### src/rtl/uart_pkg.sv
// Shared UART definitions: FSM state encoding and default timing constants,
// used by both the transmit and receive paths.
package uart_pkg;

  localparam int DEF_OVERSAMPLE = 16;
  localparam int DEF_BAUD_DIV   = 4;

  typedef enum logic [2:0] {
    ST_IDLE   = 3'd0,
    ST_START  = 3'd1,
    ST_DATA   = 3'd2,
    ST_PARITY = 3'd3,
    ST_STOP   = 3'd4
  } uart_state_e;

endpackage

### src/rtl/uart_rx_baud_tick.sv
// Oversample tick generator: counts 0..BAUD_DIV-1 and strobes tick on the
// last count. A synchronous clear realigns the phase to a start edge.
module uart_rx_baud_tick #(
  parameter int BAUD_DIV = 4
) (
  input  logic clk,
  input  logic rst_n,
  input  logic clr,
  output logic tick
);

  localparam int CW = (BAUD_DIV > 1) ? $clog2(BAUD_DIV) : 1;
  localparam logic [CW-1:0] LAST = CW'(BAUD_DIV - 1);

  logic [CW-1:0] cnt_q, cnt_d;

  always_comb begin
    cnt_d = cnt_q + CW'(1);
    if (clr || (cnt_q == LAST)) begin
      cnt_d = '0;
    end
  end

  assign tick = !clr && (cnt_q == LAST);

  always_ff @(posedge clk or negedge rst_n) begin
    if (!rst_n) begin
      cnt_q <= '0;
    end else begin
      cnt_q <= cnt_d;
    end
  end

endmodule

### src/rtl/uart_rx.sv
// UART receiver: 8N1 (8E1 when UART_RX_PARITY_EN is defined) with 16x
// oversampling, centre sampling and registered one-cycle result pulses.
module uart_rx
  import uart_pkg::*;
#(
  parameter int BAUD_DIV   = DEF_BAUD_DIV,
  parameter int OVERSAMPLE = DEF_OVERSAMPLE,
  parameter int DATA_BITS  = 8
) (
  input  logic                 Clk,
  input  logic                 Reset,
  input  logic                 Rx,
  output logic [DATA_BITS-1:0] Data,
  output logic                 Data_Valid,
  output logic                 Frame_Error,
  output logic                 Parity_Error,
  output logic                 Busy,
  output logic [2:0]           Dbg_State
);

  localparam int TW = $clog2(OVERSAMPLE);
  localparam int BW = $clog2(DATA_BITS + 1);
  localparam logic [TW-1:0] HALF_LAST = TW'(OVERSAMPLE / 2 - 1);
  localparam logic [TW-1:0] FULL_LAST = TW'(OVERSAMPLE - 1);
  localparam logic [BW-1:0] BIT_LAST  = BW'(DATA_BITS - 1);

  uart_state_e state_q, state_d;

  logic [1:0]           sync_q, sync_d;
  logic [TW-1:0]        tcnt_q, tcnt_d;
  logic [BW-1:0]        bidx_q, bidx_d;
  logic [DATA_BITS-1:0] shift_q, shift_d;
  logic [DATA_BITS-1:0] data_q, data_d;
  logic                 dv_q, dv_d;
  logic                 fe_q, fe_d;
  logic                 rx_s;
  logic                 tick;
  logic                 sample;

`ifdef UART_RX_PARITY_EN
  logic perr_q, perr_d;
  logic pe_q, pe_d;
`endif

  assign sync_d = {sync_q[0], Rx};
  assign rx_s   = sync_q[1];

  uart_rx_baud_tick #(
    .BAUD_DIV(BAUD_DIV)
  ) u_tick (
    .clk  (Clk),
    .rst_n(Reset),
    .clr  (state_q == ST_IDLE),
    .tick (tick)
  );

  // The start bit is sampled half a bit in; every later bit one full bit after.
  assign sample = tick && ((state_q == ST_START) ? (tcnt_q == HALF_LAST)
                                                 : (tcnt_q == FULL_LAST));

  always_ff @(posedge Clk or negedge Reset) begin
    if (!Reset) begin
      state_q <= ST_IDLE;
    end else begin
      state_q <= state_d;
    end
  end

  always_comb begin
    state_d = state_q;
    case (state_q)
      ST_IDLE:  if (!rx_s) state_d = ST_START;
      ST_START: if (sample) state_d = rx_s ? ST_IDLE : ST_DATA;
      ST_DATA: begin
        if (sample && (bidx_q == BIT_LAST)) begin
`ifdef UART_RX_PARITY_EN
          state_d = ST_PARITY;
`else
          state_d = ST_STOP;
`endif
        end
      end
`ifdef UART_RX_PARITY_EN
      ST_PARITY: if (sample) state_d = ST_STOP;
`endif
      ST_STOP:  if (sample) state_d = ST_IDLE;
      default:  state_d = ST_IDLE;
    endcase
  end

  always_comb begin
    tcnt_d  = tcnt_q;
    bidx_d  = bidx_q;
    shift_d = shift_q;
    data_d  = data_q;
    dv_d    = 1'b0;
    fe_d    = 1'b0;
`ifdef UART_RX_PARITY_EN
    perr_d  = perr_q;
    pe_d    = 1'b0;
`endif
    if (state_q == ST_IDLE) begin
      tcnt_d = '0;
      bidx_d = '0;
`ifdef UART_RX_PARITY_EN
      perr_d = 1'b0;
`endif
    end else if (tick) begin
      tcnt_d = sample ? '0 : tcnt_q + TW'(1);
    end

    if (sample && (state_q == ST_DATA)) begin
      for (int i = 0; i < DATA_BITS; i++) begin
        if (bidx_q == BW'(i)) shift_d[i] = rx_s;
      end
      bidx_d = bidx_q + BW'(1);
    end

`ifdef UART_RX_PARITY_EN
    if (sample && (state_q == ST_PARITY)) begin
      perr_d = rx_s != (^shift_q);
    end
`endif

    // A bad stop bit outranks a parity mismatch; Data only moves on a clean frame.
    if (sample && (state_q == ST_STOP)) begin
      if (!rx_s) begin
        fe_d = 1'b1;
`ifdef UART_RX_PARITY_EN
      end else if (perr_q) begin
        pe_d = 1'b1;
`endif
      end else begin
        dv_d   = 1'b1;
        data_d = shift_q;
      end
    end
  end

  always_ff @(posedge Clk or negedge Reset) begin
    if (!Reset) begin
      sync_q  <= 2'b11;
      tcnt_q  <= '0;
      bidx_q  <= '0;
      shift_q <= '0;
      data_q  <= '0;
      dv_q    <= 1'b0;
      fe_q    <= 1'b0;
`ifdef UART_RX_PARITY_EN
      perr_q  <= 1'b0;
      pe_q    <= 1'b0;
`endif
    end else begin
      sync_q  <= sync_d;
      tcnt_q  <= tcnt_d;
      bidx_q  <= bidx_d;
      shift_q <= shift_d;
      data_q  <= data_d;
      dv_q    <= dv_d;
      fe_q    <= fe_d;
`ifdef UART_RX_PARITY_EN
      perr_q  <= perr_d;
      pe_q    <= pe_d;
`endif
    end
  end

  assign Data        = data_q;
  assign Data_Valid  = dv_q;
  assign Frame_Error = fe_q;
  assign Busy        = (state_q != ST_IDLE);
  assign Dbg_State   = state_q;
`ifdef UART_RX_PARITY_EN
  assign Parity_Error = pe_q;
`else
  assign Parity_Error = 1'b0;
`endif

endmodule

### config.mk
export PLATFORM = sky130hd
export DESIGN_NAME = uart_rx
export DESIGN_NICKNAME = d
export VERILOG_FILES = /design/src/rtl/uart_pkg.sv /design/src/rtl/uart_rx_baud_tick.sv /design/src/rtl/uart_rx.sv
export SDC_FILE = /design/constraint.sdc
export NUM_CORES = 1
export LEC_CHECK = 0
export ABC_AREA = 0
export CAP_MARGIN = 20
export CORE_ASPECT_RATIO = 0.7
export CORE_MARGIN = 1
export CORE_UTILIZATION = 54
export CTS_CLUSTER_SIZE = 14
export DETAILED_ROUTE_END_ITERATION = 16
export HOLD_SLACK_MARGIN = 0.02
export PLACE_DENSITY = 0.77
export SLEW_MARGIN = 0
export SYNTH_ARGS = -nofsm -noshare
export SYNTH_HDL_FRONTEND = slang
export SYNTH_SLANG_ARGS = --single-unit
export TNS_END_PERCENT = 20
### constraint.sdc
create_clock -name Clk -period 1.9 [get_ports Clk]
set_input_delay 0.285 -clock Clk [delete_from_list [all_inputs] [get_ports Clk]]
set_output_delay 0.285 -clock Clk [all_outputs]
set_load 0.01 [all_outputs]
==> run_results.csv, run 1 <==
group,metric,value,unit
place,place_congestion,0.851,
setup_path,slowest_delay,0.41,ns
place,dpl.hpwl,2060,µm
setup_path,crit_fanout,9,
outcome,outcome,"complete, no violations",
global_routing,use_met3,6.55,%
routing,drt_iter0_drc,52,
yosys,synthCells,133,
yosys,synth_edf_count,0,
place,io_buffers,16,
clock_network,htree_levels,2,
timing,layout_setup_ws,0.0514,ns
setup_path,required,2.07,ns
finish,area_growth,20.5,%
global_routing,grt_max_degree,34,
floorplan,io_pins,18,
clock_network,cts_made_buffers,5,
clock_network,postCtsSetupBuffers,0,
routing,drc,0,
finish,final_cell_mix,"dfrtp_1 (31), clkdlybuf4s50_1 (16), mux2_2 (15)",
yosys,ys.flop_type,"dfrtp_1",
floorplan,initial_utilization,60.4,%
place,dpl.cell_count,183,
power,p_sw_share,27.3,%
routing,drtPass1Iterations,5,
global_routing,use_met1,27.8,%
min_path,hp-class,"flip-flop to flip-flop",
clock_network,cts.sinks,33,
floorplan,design.core.area,2610,µm²
routing,wirelength,2840,µm
finish,fillers,166,
yosys,synth-seq-cells,33,
yosys,yosys_warnings,0,
power,vdd_drop_max,0.000696,V
power,power.share.clock,31.0,%
power,seq_power_share,49.9,%
place,place_ws,0.0766,ns
timing,final-setup-viol-count,0,
yosys,synth_area_per_cell,11.9,µm²
global_routing,grt.overflow.total,0,
finish,final_common_cell,"dfrtp_1",
setup_path,critPathKind,"flip-flop to flip-flop",
power,p_sw,0.000435,W
timing,clock.fmax,541,MHz
power,power.leakage,0.888,nW
power,intPower,0.00116,W
finish,final-seq-area,828,µm²
routing,vias,1085,
flow_run,maxCapViolCount,0,
clock_network,postCtsHoldBufs,0,
setup_path,crit_slowest_cell,"dfrtp_1",
timing,rsz0062_at_grt,"false",
routing,avgViaCountPerCell,5.62,
yosys,ys_async_sr_fraction,100,%
setup_path,startpoint_type,"flip-flop",
finish,multiInputGateArea,679,µm²
power,share_comb_of_total_power,19.1,%
routing,antenna_left,0,
floorplan,die_h,47.2,µm
routing,routedWlPerCell,14.7,µm
timing,period_share,97.3,%
clock_network,cts_buffer_depth,2,
finish,antenna_cells,0,
floorplan,rows,15,
finish,nets,167,
global_routing,grt_pass1_wl,4390,µm
yosys,yosysUniqueCellTypes,37,
clock_network,clkLatencyLatePin,0.28,ns
timing,min_period,1.85,ns
global_routing,antenna_found_initial,0,
clock_network,path_clk_slew,0.06,ns
global_routing,busiest_layer,"met2",
timing,setup_tns,0,ns
clock_network,ctsRootBufferMaster,"clkbuf_8",
finish,instances_no_fill,193,
clock_network,ctsResizeCount,0,
timing,fin_skew,0.00400,ns
floorplan,die_x,66.6,µm
setup_path,crit_path_end_kind,"flip-flop",
setup_path,cp.arrival,2.02,ns
setup_path,critical_path.cell_chain,"ha_1, nand4_2, nor4_4, buf_4, mux2_2",
yosys,yosysSeqAreaShare,52.5,%
global_routing,grt_pass1_vias,953,
global_routing,met2_usage,29.9,%
floorplan,die_area,3140,µm²
yosys,syn-num-nets,142,
timing,hold_viol_final,0,
timing,maxSlewViolCount,0,
global_routing,grt.total_usage,20.4,%
finish,drive_gt1_share,24.5,%
power,power_density,838,nW/µm²
yosys,syn_area,1580,µm²
clock_network,cts_tree,"yes",
[kinds of logic after synthesis]
logic type / synth area share (%)
and+or+nand+nor: 16.7
DFF: 52.5
muxes: 13.4
buffers and inverters: 4.36
AOI/OAI and AO/OA: 6.35
adders and majority gates: 4.76
xor gates and xnor gates: 1.67
other: 0.238
[state kept, by name, summed over array words and instances, names as in the netlist]
| name | count |
|---|---|
| Data | 8 |
| shift_q | 8 |
| bidx_q | 4 |
| tcnt_q | 4 |
| Dbg_State | 3 |
| sync_q | 2 |
| u_tick.cnt_q | 2 |
| Data_Valid | 1 |
| Frame_Error | 1 |
[worst paths after layout]
check                      depth (start not counted)  slack [ns]                         to                  start
setup / recovery                                   5        0.05        Data[2]$_DFFE_PN0P_  tcnt_q[0]$_DFFE_PN0P_
setup reg to reg                                   5        0.05        Data[2]$_DFFE_PN0P_  tcnt_q[0]$_DFFE_PN0P_
max in group asynchronous                          2        1.18        sync_q[1]$_DFF_PN1_                  Reset
min in group asynchronous                          2        0.39  u_tick.cnt_q[1]$_DFF_PN0_                  Reset
hold reg to reg                                    0        0.36        sync_q[1]$_DFF_PN1_    sync_q[0]$_DFF_PN1_
hold / removal                                     0        0.36        sync_q[1]$_DFF_PN1_    sync_q[0]$_DFF_PN1_
[synth_stat cells (all sizes together), types with 4 or more instances]
library cell / instances / share of area, %
dfrtp: 31 / 49
mux2: 17 / 12
nand4: 10 / 4.4
buf: 6 / 2.2
ha: 6 / 4.8
a21oi: 5 / 1.6
inv: 5 / 1.2
nand3: 5 / 1.6
nor2: 5 / 1.2
clkbuf: 4 / 0.95
nand2: 4 / 0.95
[layer usage]
metal / share of wire, % / up-vias
met5: 0 / -
met4: 0.53 / 0
met3: 6.1 / 4
met2: 45 / 35
met1: 49 / 516
li1: - / 530
[power groups by stage]
stage,sequential [W],combinational [W],clock (W)
6_report,0.000793,0.000304,0.000494
5_1_grt,0.000799,0.000339,0.000524
4_1_cts,0.000794,0.000287,0.000508
3_5_place_dp,0.000807,0.000285,0
3_3_place_gp,0.000800,0.000273,0
2_1_floorplan,0.000803,0.000177,0
[worst max-delay path: cells and delay by family, from the launching register on]
| family | cells | cell delay [ns] |
|---|---|---|
| buffers and inverters | 1 | 0.22 |
| AND/OR/NAND/NOR | 2 | 0.43 |
| multiplexers | 1 | 0.35 |
| flip-flops | 1 | 0.41 |
| adder cells (fa/ha/maj) | 1 | 0.31 |
[area by class of cell]
cell class	instances	area share, %
Multi-Input combinational cell	85	35.8
Timing Repair Buffer	28	13.2
Inverter	5	0.988
Sequential cell	33	43.6
Tap cell	34	2.24
Clock buffer	8	4.22
[per-stage QoR]
| step | util, % | instance area (µm²) | hold slack, ns | power [W] |
|---|---|---|---|---|
| floorplan | - | 1580 | -0.0106 | 0.000981 |
| global placement | 69.2 | 1800 | 0.348 | 0.00107 |
| detailed placement | 69.2 | 1800 | 0.348 | 0.00109 |
| CTS | 72.2 | 1880 | 0.357 | 0.00159 |
| global route | 72.8 | 1900 | 0.360 | 0.00166 |
| finish | 72.8 | 1900 | 0.357 | 0.00159 |
(Power assumes the default switching activity.)
==> inputs of run 2 (changes only) <==
- clock period: 1.9 -> 2 ns (I/O delays scaled with it)
==> run 2 against run 1 <==
- global-route usage up 1.2 points
- critical path depth shrank 2
- sequential share of layout area is 0.33 points higher
- clock power about the same
- combinational power fell by 7.2%
- count of clock-buffer cells in the layout fell by 1
- core utilization fell by 0.43 points
- die area stayed put
- first-iteration DRC count up 9.6%
- register-to-register slack improved by 0.11 ns
- largest cell class unchanged
- largest power group unchanged
==> run_results.csv, run 2 (synthesis results as in run 1) <==
group,metric,value,unit
outcome,outcome,"complete, no violations",
floorplan,die_x,66.6,µm
routing,antenna_left,0,
floorplan,rows,15,
setup_path,r2r_cells,5,
finish,area_growth,19.8,%
finish,antenna_cells,0,
global_routing,grt_pass1_wl,4620,µm
global_routing,grt.total_usage,21.7,%
routing,wirelength,2820,µm
clock_network,ctsRootBufferMaster,"clkbuf_8",
setup_path,slowest_delay,0.49,ns
global_routing,grt_pass1_vias,919,
setup_path,crit_start,"Dbg_State[1]$_DFFE_PN0P_",
power,vdd_drop_max,0.000825,V
routing,routedWlPerCell,15.0,µm
setup_path,startpoint_type,"flip-flop",
timing,rsz0062_at_grt,"false",
routing,drt_iter0_drc,57,
setup_path,cp_num_buf_inv,2,
timing,period_share,95.2,%
finish,drive_gt1_share,24.7,%
timing,maxSlewViolCount,0,
global_routing,grt_max_degree,34,
setup_path,crit_family,"buffers and inverters",
timing,whs,0.354,ns
place,place_congestion,0.824,
min_path,hold_depth,0,
setup_path,crit_path_end_kind,"primary output",
timing,setup_tns,0,ns
setup_path,crit_fanout,9,
routing,drtPass1Iterations,4,
setup_path,critical_path.cell_chain,"nor3_4, inv_1, clkdlybuf4s50_1",
min_path,hold_start,"sync_q[0]$_DFF_PN1_",
power,power_density,809,nW/µm²
floorplan,die_area,3140,µm²
finish,final_cell_mix,"dfrtp_1 (30), clkdlybuf4s50_1 (16), mux2_2 (15)",
timing,clock.fmax,525,MHz
clock_network,postCtsHoldBufs,0,
clock_network,htree_levels,2,
clock_network,clkLatencyLatePin,0.29,ns
place,io_buffers,16,
clock_network,cts.sinks,33,
floorplan,design.core.area,2610,µm²
clock_network,cts_tree,"yes",
finish,nets,163,
timing,fin_skew,0.00890,ns
routing,avgViaCountPerCell,5.74,
place,place_ws,0.194,ns
place,dpl.hpwl,1970,µm
clock_network,cts_buffer_depth,2,
floorplan,initial_utilization,60.4,%
global_routing,grt.overflow.total,0,
floorplan,io_pins,18,
timing,min_period,1.90,ns
setup_path,crit_slowest_cell,"clkdlybuf4s50_1",
min_path,hp-class,"flip-flop to flip-flop",
finish,final_common_cell,"dfrtp_1",
clock_network,path_clk_slew,0.07,ns
setup_path,crit_cells,3,
routing,drc,0,
timing,final-setup-viol-count,0,
setup_path,timing.rr.start,"tcnt_q[0]$_DFFE_PN0P_",
timing,layout_setup_ws,0.0958,ns
routing,vias,1080,
clock_network,cts_made_buffers,5,
setup_path,required,1.70,ns
setup_path,cp.arrival,1.60,ns
timing,hold_viol_final,0,
flow_run,maxCapViolCount,0,
setup_path,critPathKind,"flip-flop to primary output",
floorplan,die_h,47.2,µm
global_routing,antenna_found_initial,0,
finish,fillers,180,
power,power,0.00153,W
power,power.leakage,0.869,nW
[run 2: cell types whose count changed in the layout (fill, tap and decap cells not counted), sizes merged]
cell / previous run / this run
buf: 12 / 8
clkbuf: 8 / 7
[run 2: worst paths after layout]
check	endpoint	slack (ns)
worst max-delay path	Busy	0.1
worst min register to register	sync_q[1]$_DFF_PN1_	0.35
worst min-delay path	sync_q[1]$_DFF_PN1_	0.35
worst max register to register	Data[0]$_DFFE_PN0P_	0.16
min in group asynchronous	tcnt_q[0]$_DFFE_PN0P_	0.41
max in group asynchronous	sync_q[1]$_DFF_PN1_	1.26
[run 2: cell type report]
class	count	area (µm²)	share of cell area [%]
Clock buffer	7	86.3	4.57
Timing Repair Buffer	24	220	11.7
Inverter	5	18.8	0.994
Multi-Input combinational cell	85	691	36.6
Tap cell	34	42.5	2.25
Sequential cell	33	830	43.9
[run 2: through the flow]
step           instances  area (µm²)  utilization, %
2_1_floorplan        133        1580               -
3_3_place_gp         181        1790            68.6
3_5_place_dp         181        1790            68.6
4_1_cts              188        1880            72.1
5_1_grt              188        1890            72.4
6_report             188        1890            72.4
[run 2: what timing repair did]
item,in CTS,in global routing
gates resized for setup,1,2
setup endpoints to repair,1,1
gates cloned,0,0
pin swaps,0,0
setup buffers,0,0
[run 2: layer usage]
layer,GRT usage (%),wire (µm)
met5,0,0
met3,7.52,172
met4,11.5,48
met2,27.7,1120
met1,32.0,1480
[run 2: where the power goes]
part / leakage [nW] / internal (W) / switching, W
clock: 0.0443 / 0.000272 / 0.000219
sequential: 0.443 / 0.000717 / 0.0000370
combinational: 0.382 / 0.000124 / 0.000158
[run 2: worst register-to-register path, delay by kind of cell, from the launching register on]
kind | cells | cell delay [ns]
buffers and inverters | 1 | 0.22
flip-flops | 1 | 0.41
AND/OR/NAND/NOR | 2 | 0.43
adder cells (fa/ha/maj) | 1 | 0.31
multiplexers | 1 | 0.35
==> inputs of run 3 (changes only) <==
- ABC_CLOCK_PERIOD_IN_PS: not set -> 2000
- CAP_MARGIN: 20 -> 30
- SYNTH_HIERARCHICAL: not set -> 1
==> run 3 against run 2 <==
- design area increased by 4.0%
- non-clock buffer count increased by 2
- global-route usage increased by 4.1 points
- first-iteration DRC count increased by 56%
- clock power increased by 31%
- core utilization increased by 3.5 points
- routed wire length increased by 13%
- highest routed layer unchanged
- critical path depth increased by 4
- count of clock-buffer cells in the layout unchanged
- critical endpoint is now Data[5]$_DFFE_PN0P_
- critical path type is now flip-flop to flip-flop
- largest cell class unchanged
- sequential cell count unchanged
- hold slack improved by 0.00094 ns
==> run_results.csv, run 3 <==
group,metric,value,unit
outcome,outcome,"complete, no violations",
flow_run,maxCapViolCount,0,
timing,hold_viol_final,0,
floorplan,io_pins,18,
yosys,syn_area,1550,µm²
yosys,synthTopCellsByCount,"dfrtp_1 (31), mux2_2 (17), nand4_1 (9)",
routing,drc,0,
yosys,synth_top_cell_by_area,"dfrtp_1",
global_routing,grt.total_usage,25.7,%
power,seq_power_share,47.1,%
timing,maxSlewViolCount,0,
place,io_buffers,16,
finish,multiInputGateArea,711,µm²
power,p_sw_share,25.5,%
setup_path,crit_path_end_kind,"flip-flop",
setup_path,startpoint_type,"flip-flop",
power,p_sw,0.000423,W
setup_path,critical_path.cell_chain,"ha_1, nor2b_1, buf_4, nand3_4, nor3_4, buf_12, mux2_2",
finish,nets,161,
finish,area_growth,26.6,%
finish,final_cell_mix,"dfrtp_1 (29), clkdlybuf4s50_1 (15), mux2_2 (10)",
global_routing,grt_max_degree,34,
clock_network,postCtsHoldBufs,0,
setup_path,slowest_delay,0.35,ns
yosys,syn-num-nets,134,
place,place_congestion,0.833,
yosys,synth_top_area_share,50.0,%
finish,drive_gt1_share,30.7,%
yosys,yosysUniqueCellTypes,33,
timing,fin_skew,0.00803,ns
yosys,synth_area_per_cell,12.4,µm²
clock_network,cts_tree,"yes",
min_path,hp-class,"flip-flop to flip-flop",
yosys,ys_top_cells_by_area,"dfrtp_1 (50%), mux2_2 (12%), ha_1 (4.8%)",
routing,vias,1080,
power,power.leakage,0.949,nW
finish,postLayoutCellArea,1960,µm²
setup_path,crit_slowest_cell,"dfrtp_1",
global_routing,antenna_found_initial,0,
routing,wirelength,3190,µm
setup_path,critPathKind,"flip-flop to flip-flop",
clock_network,clkLatencyLatePin,0.29,ns
place,dpl.hpwl,2200,µm
finish,antenna_cells,0,
power,power_density,846,nW/µm²
clock_network,htree_levels,2,
clock_network,cts_buffer_depth,2,
routing,avgViaCountPerCell,5.78,
clock_network,cts.sinks,33,
clock_network,path_clk_slew,0.06,ns
finish,final_common_cell,"dfrtp_1",
timing,final-setup-viol-count,0,
routing,drtPass1Iterations,4,
place,dpl.cell_count,178,
global_routing,grt_pass1_wl,5330,µm
power,share_comb_of_total_power,14.3,%
power,power.share.clock,38.6,%
yosys,synthCells,125,
setup_path,crit_fanout,9,
floorplan,die_area,3090,µm²
timing,period_share,94.7,%
yosys,ys_async_sr_fraction,100,%
yosys,yosys_warnings,6,
clock_network,cts_made_buffers,5,
power,intPower,0.00124,W
routing,antenna_left,0,
timing,rsz0062_at_grt,"false",
yosys,synth-seq-cells,33,
finish,final-seq-area,831,µm²
floorplan,die_x,66.1,µm
clock_network,ctsRootBufferMaster,"clkbuf_8",
global_routing,grt_pass1_vias,1036,
timing,clock.fmax,528,MHz
yosys,yosysSeqAreaShare,53.4,%
yosys,synth_most_common_cell,"dfrtp_1",
finish,fillers,157,
floorplan,design.core.area,2590,µm²
power,power,0.00166,W
finish,instances_no_fill,187,
timing,min_period,1.89,ns
floorplan,rows,15,
place,place_area,1820,µm²
yosys,synth_edf_count,0,
setup_path,required,2.17,ns
global_routing,grt.overflow.total,0,
yosys,ys.flop_type,"dfrtp_1",
timing,whs,0.355,ns
floorplan,initial_utilization,59.9,%
routing,routedWlPerCell,17.1,µm
setup_path,cp.arrival,2.07,ns
floorplan,die_h,46.8,µm
routing,drt_iter0_drc,89,
power,vdd_drop_max,0.000746,V
-- run 3: cell types whose count changed after synthesis, sizes merged, moves of 2 or more --
cell / delta
clkbuf: -3
and3: +2
o21ai: +2
or2: -2
mux2i: +2
a21oi: -2
-- run 3: critical path: cells and delay by family, from the launching register on --
| family | cells | cell delay (ns) |
|---|---|---|
| and+or+nand+nor | 3 | 0.55 |
| buffers and inverters | 2 | 0.33 |
| DFF | 1 | 0.35 |
| muxes | 1 | 0.34 |
| adders and majority gates | 1 | 0.20 |
-- run 3: worst paths after layout --
path	start	end	slack [ns]	depth (start not counted)
worst max-delay path	u_tick/cnt_q[0]$_DFF_PN0_	Data[5]$_DFFE_PN0P_	0.11	7
worst min-delay path	sync_q[0]$_DFF_PN1_	sync_q[1]$_DFF_PN1_	0.36	0
worst max register to register	u_tick/cnt_q[0]$_DFF_PN0_	Data[5]$_DFFE_PN0P_	0.11	7
worst min register to register	sync_q[0]$_DFF_PN1_	sync_q[1]$_DFF_PN1_	0.36	0
max in group asynchronous	Reset	sync_q[0]$_DFF_PN1_	1.26	2
min in group asynchronous	Reset	tcnt_q[3]$_DFFE_PN0P_	0.41	2
-- run 3: timing repair --
item                       in CTS  in global routing
setup buffers                   0                  1
resized for setup               2                  0
setup endpoints to repair       9                  8
pin swaps                       1                  1
-- run 3: layout make-up --
cell class                      instances  area share [%]
Clock buffer                            7            4.39
Timing Repair Buffer                   26            12.5
Multi-Input combinational cell         82            36.2
Inverter                                4           0.892
Sequential cell                        33            42.3
Tap cell                               34            2.17
Clock inverter                          1            1.53
-- run 3: power groups by stage --
stage / clock, W / combinational, W / sequential [W]
floorplan: 0 / 0.000170 / 0.000781
global placement: 0 / 0.000216 / 0.000788
detailed placement: 0 / 0.000230 / 0.000792
CTS: 0.000658 / 0.000232 / 0.000781
global route: 0.000674 / 0.000275 / 0.000792
finish: 0.000641 / 0.000238 / 0.000783
-- run 3: cell families after synthesis --
group                      synth area share [%]
adders and majority gates                  4.84
other                                     0.242
DFF                                        53.4
AOI/OAI and AO/OA                          3.79
xor gates and xnor gates                   2.26
buffers and inverters                      3.31
and+or+nand+nor                            17.3
muxes                                      14.9
-- run 3: metrics by stage --
step	worst slack [ns]	util [%]	TNS, ns
2_1_floorplan	-0.0579	-	-0.500
5_1_grt	0.0139	75.8	0
3_3_place_gp	0.0558	70.4	0
3_5_place_dp	-0.00125	70.4	-0.00138
4_1_cts	0.0590	75.1	0
6_report	0.107	75.8	0
-- run 3: per-layer routing --
metal / track usage, % / vias up / part of all wire (%)
met3: 6.80 / 8 / 4.8
met2: 37.8 / 26 / 46
met5: 0 / - / 0
met1: 34.6 / 543 / 47
li1: - / 503 / -
met4: 16.6 / 0 / 2.4
